[config.mk]
export PLATFORM = sky130hd
export DESIGN_NAME = ahb_slave_resp_mux
export DESIGN_NICKNAME = d
export VERILOG_FILES = /design/src/rtl/ahb_slave_resp_mux.sv
export SDC_FILE = /design/constraint.sdc
export NUM_CORES = 1
export LEC_CHECK = 0
export ABC_AREA = 1
export CORE_ASPECT_RATIO = 0.9
export CORE_MARGIN = 2
export CORE_UTILIZATION = 27
export CTS_CLUSTER_SIZE = 12
export DETAILED_ROUTE_END_ITERATION = 16
export HOLD_SLACK_MARGIN = 0.08
export PLACE_DENSITY = 0.82
export SLEW_MARGIN = 5
export SYNTH_ARGS = -nofsm -noshare
export SYNTH_HDL_FRONTEND = slang
export SYNTH_SLANG_ARGS = --single-unit
export TNS_END_PERCENT = 20
[constraint.sdc]
create_clock -name HCLK -period 2.08 [get_ports HCLK]
set_clock_uncertainty 0.15 [all_clocks]
set_input_delay 0.416 -clock HCLK [delete_from_list [all_inputs] [get_ports HCLK]]
set_output_delay 0.416 -clock HCLK [all_outputs]
set_load 0.02 [all_outputs]
[src/rtl/ahb_slave_resp_mux.sv]
// AHB-Lite data-phase response multiplexer with built-in default slave.
// Registers the address-phase slave select and steers HRDATA/HREADY/HRESP back to the master.
module ahb_slave_resp_mux #(
  parameter int NSLV = 4,
  parameter int DW   = 32
) (
  input  logic                 HCLK,
  input  logic                 HRESET,
  input  logic [NSLV-1:0]      HSEL_in,
  input  logic                 HSEL_DEF,
  input  logic [1:0]           HTRANS,
  input  logic [NSLV*DW-1:0]   HRDATA_S,
  input  logic [NSLV-1:0]      HREADYOUT_S,
  input  logic [NSLV-1:0]      HRESP_S,
  output logic [DW-1:0]        HRDATA,
  output logic                 HREADY,
  output logic                 HRESP,
  output logic [NSLV-1:0]      DSEL,
  output logic                 SEL_ERR
);

  typedef enum logic [1:0] {ST_IDLE, ST_ERR1, ST_ERR2} state_t;

  state_t          state_q, state_d;
  logic [NSLV-1:0] dsel_q, dsel_d;
  logic            sel_err_q, sel_err_d;

  logic [NSLV-1:0] sel_onehot;
  logic            sel_multi, sel_conflict, def_req, capture;
  logic [DW-1:0]   mux_data;
  logic            mux_rdy, mux_resp;

  // Isolate the lowest set bit so a multi-hot select still picks exactly one slave.
  assign sel_onehot   = HSEL_in & (~HSEL_in + NSLV'(1));
  assign sel_multi    = |(HSEL_in & ~sel_onehot);
  assign sel_conflict = HSEL_DEF & (|HSEL_in);
  // A real slave select always overrides the default slave.
  assign def_req      = HSEL_DEF & (HTRANS inside {2'b10, 2'b11}) & ~(|HSEL_in);
  assign capture      = HREADY;

  always_ff @(posedge HCLK or posedge HRESET) begin
    if (HRESET) begin
      state_q   <= ST_IDLE;
      dsel_q    <= '0;
      sel_err_q <= 1'b0;
    end else begin
      state_q   <= state_d;
      dsel_q    <= dsel_d;
      sel_err_q <= sel_err_d;
    end
  end

  always_comb begin
    state_d   = state_q;
    dsel_d    = capture ? sel_onehot : dsel_q;
    sel_err_d = sel_err_q | (capture & (sel_multi | sel_conflict));
    case (state_q)
      ST_IDLE: if (capture && def_req) state_d = ST_ERR1;
      ST_ERR1: state_d = ST_ERR2;
      // ERR2 drives HREADY high, so it doubles as the next address-phase capture.
      ST_ERR2: state_d = (capture && def_req) ? ST_ERR1 : ST_IDLE;
      default: state_d = ST_IDLE;
    endcase
  end

  always_comb begin
    mux_data = '0;
    mux_rdy  = 1'b0;
    mux_resp = 1'b0;
    for (int i = 0; i < NSLV; i++) begin
      if (dsel_q[i]) begin
        mux_data = HRDATA_S[i*DW +: DW];
        mux_rdy  = HREADYOUT_S[i];
        mux_resp = HRESP_S[i];
      end
    end
  end

  always_comb begin
    HRDATA = '0;
    HREADY = 1'b1;
    HRESP  = 1'b0;
    case (state_q)
      ST_ERR1: begin
        HREADY = 1'b0;
        HRESP  = 1'b1;
      end
      ST_ERR2: begin
        HREADY = 1'b1;
        HRESP  = 1'b1;
      end
      default: begin
        if (|dsel_q) begin
          HRDATA = mux_data;
          HREADY = mux_rdy;
          HRESP  = mux_resp;
        end
      end
    endcase
  end

  assign DSEL    = dsel_q;
  assign SEL_ERR = sel_err_q;

endmodule

# After elaboration in Yosys (flattened, before gate mapping)
# Index checks and enable logic that the tools add are counted.
word_totals:
  output_inout_bits: 39
  regBits: 7
op_classes:
  add_sub_neg: 1
  bitwise_logic: 11
  n_eq_ne: 5
  reduce_logical: 7
  n_mux: 21
op_table:
  columns: ["op", "n"]
  rows:
  - ["$mux W32", 6]
  - ["$mux W1", 12]
  - ["$reduce_or A4 Y1", 3]
  - ["$and A4 B4 Y4", 2]
  - ["$not A4 Y4", 2]
  - ["$eq A2 B2 Y1 const B", 3]
  - ["$pmux W2 S3", 1]
  - ["$add A4 B1 Y4 const B", 1]
  - ["$and A1 B1 Y1", 4]
  - ["$eq A2 B1 Y1 const B", 1]
  - ["$logic_not A2 Y1", 1]
  - ["$mux W2", 1]
  - ["$ne A2 B2 Y1 const B", 1]
  - ["$or A1 B1 Y1", 2]
  - ["$pmux W1 S2", 1]
  - ["$reduce_bool A2 Y1", 1]
  - ["$reduce_or A2 Y1", 1]
  - ["$logic_and A1 B1 Y1", 1]
  - ["$not A1 Y1", 1]

# Depth between registers and ports, before layout
depth:
  depth_word: 9
  ltp_mapped: 9
  ltp_nobuf: 8

# Worst setup path after synthesis
# Ideal clock, no wire load.
synth_timing:
  path_type: "register to output"
  start: "reg state_q[0]"
  end: "out HRDATA[16]"
  path_stages_with_launch: 7
  n_path_buf: 1
  slack_ns: -0.146
  arrival_ns: 1.660
  required_time_ns: 1.514
  path_cell_list: "dfrtp_1 > inv_1 > ha_1 > inv_1 > nand2_1 > buf_4 > a211oi_1"
synth_between:
  elab_chain_len: 3
  elab_cells_between_ends: 4
synth_rtl:
  columns: ["item", "line", "text"]
  rows:
  - ["start: declaration", "24", "state_t state_q, state_d;"]
  - ["start signal: assignment", "47", "state_q <= state_d;"]
  - ["$eq A2 B2 Y1 / $eq A2 B1 Y1 (equally long branches)", "83", "case (state_q)"]
  - ["$reduce_or A2 Y1 (no line) *", null, null]
  - ["$mux W32 *", "83", null]
  - ["end: declaration", "15", "output logic [DW-1:0] HRDATA,"]
# Every way passes the cells marked *; elsewhere a longest branch is shown, timed or not.

# Worst setup path in the final report
layout_timing:
  start: "reg state_q[0]"
  end: "out HRDATA[2]"
# The elaborated chain is that of the path after synthesis.

==> summary by stage <==
STA
In the final timing run, aggregate negative setup slack is -1.56 ns. The number of setup violations in the final report is 32. The worst setup margin is -0.0951 ns. The headroom to the max-slew limit is 0.821.

Timing would allow up to 0.460 GHz. The routed design could run at a clock period as short as 2.18 ns. The count of final max-slew check failures is 0. Setup repair after global routing could not meet its margin everywhere. For the pin with the worst max-slew slack, the measured transition is 0.268 ns. Dividing the final minimum period by the clock period gives 1.05.

The final hold slack is 0.278 ns. The final count of hold timing violations is 0.

Worst setup path
The endpoint identified for the worst register-to-register timing path is SEL_ERR$_DFF_PP0_. The maximum fanout along the worst path is 5. The endpoint kind of the worst setup timing path is a primary output. Data on the critical path is required at its endpoint by 1.51 ns. For this design, the slowest cell found on the critical path is dfrtp_1. The classification of the worst setup path is flop to primary output.

The largest stage delay on the critical path is 0.38 ns. In this design, the largest share of critical-path delay is due to buffers and inverters. Setup slack on the worst reg-to-reg path comes out at 0.33 ns. The category of the worst setup path launch point is a flop. The arrival time reported for the critical path endpoint is 1.61 ns. The number of cells on the worst reg-to-reg path is 9. In this run the critical register-to-register path is launched from state_q[0]$_DFFE_PP0P_. Together, buffers and inverters on the worst path number 4. Traced cell by cell, the critical path runs through inv_2 -> ha_4 -> inv_4 -> nand2_8 -> clkbuf_16 -> a311oi_2 -> buf_4.

Power and ir drop
Of the total power, the share spent switching nets is 0.503. The switching power is 3100 uW. The worst voltage drop across the vdd grid is 841 uV.

Of the total power, the clock network draws 0.031. The internal power of the cells totals 3060 uW. Of the total power, registers draw 0.039.

The total power divided by cell area is 1670 nW/um2. In this run the static leakage power is 0.00149 uW. The share of total power in combinational logic is 0.930. The design draws 6160 uW.

Routing
Dividing the detail-routed wire length by the instance count gives 16.7 um. For this block, the initial DRC count from the detailed router was 109. After detailed routing, the number of remaining DRC violations is 0. The final layout contains routed wiring with a total length of 7900 um.

Once detail routing completed, the nets flagged for antenna violations numbered 0. The number of vias after detailed routing is 2,494. Dividing the detail-routed via count by the number of cells gives 5.27. The detailed-router iteration count before antenna repair is 6.

Yosys
A synthesized cell averages 7.26 um2. The synthesized instance count is 205. The synthesized design spends more area on one cell type than any other, namely a211oi_2. For this run, the number of Yosys warnings is 0. The share of synthesized area occupied by flip-flops and latches is 0.118. The count of unique library cells instantiated by Yosys is 28. In this run the cell area of the synthesized design comes to 1490 um2. Of the post-synthesis cell area, the dominant cell type holds 0.168. Synthesis inferred 7 register bits. The net count after synthesis is 354.

In the post-synthesis netlist, the biggest area contributors are a211oi_2 (17%), o22ai_1 (13%), dfrtp_1 (12%).

Placement
The number of instances in the placed design is 464. Port buffering added 182 buffers. The HPWL after detailed placement is 6140 um. The global placer's final weighted congestion is 0.804.

CTS
Counting along the longest clock path gives a buffer depth of 2. For the worst-skew pair, the clock arrives at the later sink with an insertion delay of 0.23 ns. CTS placed an instance of clkbuf_8 at the clock tree root. TritonCTS built the clock tree. The clock-pin slew on the worst setup and hold paths is 0.04 ns.

The clock buffer count from CTS is 3. Counting every sink on the clock net gives 7. The CTS H-tree depth is 1. The cts-stage hold buffer count is 0.

Final layout
The finished layout holds 473 standard cells, fillers aside. Leaving out fill and tap cells, the most frequent cell in the layout is clkdlybuf4s50_1. Summing all flip-flop and latch instances after layout gives 178 um2. The final layout contains 556 nets.

The area of the multi-input gates is 1220 um2. The layout cell share with drive strength beyond 1 is 0.293. The count of inserted antenna diode cells is 0. In the layout the commonest cells are clkdlybuf4s50_1 (147), buf_4 (57), nand2_1 (43), o22ai_1 (32), a22oi_1 (23). The number of inserted filler cells in the final layout is 440. The signed area change from the synthesized netlist to the final layout is 148%.

Floorplanning
The vertical extent of the die is 74.5 um. In this run the count of I/O pins placed on the die edge is 184. The full die area is 6130 um2.

The horizontal extent of the die is 82.3 um. The area inside the core boundary is 5290 um2. The initial standard-cell utilization of the core is 0.282. The floorplan has 25 rows.

Global routing
The first global-routing pass estimated 11,100 um of wire. The via count of the first global-routing pass came to 2,406. The initial antenna violation count is 0. Summed over all layers, the global routing overflow is 0. Across every metal layer, demand over resource in global routing totals 0.234. Entering global routing, the biggest net connects 26 pins.

Flow run
The number of maximum-capacitance violations is 0.

Outcome
The run finished, with violations left. The final reports fail on setup timing.

Worst hold path
The type of the most critical hold path is primary input to asynchronous set/reset pin.
==> cell usage after synthesis (all sizes together) <==
| master | number |
|---|---|
| nand2 | 46 |
| o22ai | 32 |
| a22oi | 23 |
| a211oi | 22 |
| buf | 14 |
| inv | 13 |
| nor2 | 11 |
| a311oi | 9 |
| dfrtp | 7 |
| nand3 | 6 |
| o21ai | 6 |
| clkbuf | 5 |
| ha | 4 |
| a21oi | 3 |
| a21o | 1 |
| a22o | 1 |
| nand4 | 1 |
| or2 | 1 |
==> cell families after synthesis <==
group / after synthesis / share of synthesized area
compound gates: 97 / 0.559
fa+ha+maj: 4 / 0.0336
buf+inv: 32 / 0.0975
flops: 7 / 0.118
simple gates: 65 / 0.192
==> sequential cells by signal, indices dropped and copies added, names as in the netlist <==
name and flops:
state_q 2, SEL_ERR 1, DSEL 4
==> power by group through the flow <==
stage	logic, uW	clock network [uW]	registers [uW]
floorplan	2900	0	276
global placement	5380	0	239
detailed placement	5450	0	242
CTS	5630	195	246
global route	6050	205	248
finish	5730	190	242
==> how the worst max path moves through the flow <==
stage	startpoint	end	cells past startpoint
6_report	state_q[0]$_DFFE_PP0P_	HRDATA[2]	7
5_1_grt	state_q[0]$_DFFE_PP0P_	HRDATA[25]	7
4_1_cts	state_q[0]$_DFFE_PP0P_	HRDATA[9]	7
3_5_place_dp	state_q[0]$_DFFE_PP0P_	HRDATA[20]	7
3_3_place_gp	state_q[0]$_DFFE_PP0P_	HRDATA[15]	7
2_1_floorplan	state_q[0]$_DFFE_PP0P_	HRDATA[16]	6
==> layer usage <==
metal	GRT usage	part of all wire
met1	0.258	0.38
met2	0.442	0.50
met3	0.0546	0.11
met4	0.0667	0.015
met5	0	0
==> what timing repair did <==
action                                  4_1_cts  5_1_grt
endpoints found under the setup margin       34       34
buffers inserted                              2        1
cloned                                        2        1
pin swaps                                     9       17
gates resized for setup                     184        5
==> through the flow <==
stage	util	cell area [um2]	setup slack [ns]
after CTS	0.694	3670	-0.124
after floorplan	-	1490	-0.146
after global placement	0.677	3580	-0.377
after global routing	0.699	3690	-0.158
after detailed placement	0.677	3580	-0.444
final	0.699	3690	-0.0951
==> layout make-up <==
| cell class | instances | area share |
|---|---|---|
| Multi-Input combinational cell | 166 | 0.329 |
| Clock buffer | 4 | 0.0122 |
| Tap cell | 67 | 0.0227 |
| Timing Repair Buffer | 216 | 0.574 |
| Sequential cell | 7 | 0.0481 |
| Inverter | 13 | 0.0139 |
Note: power is estimated with default switching activity, not from simulation.
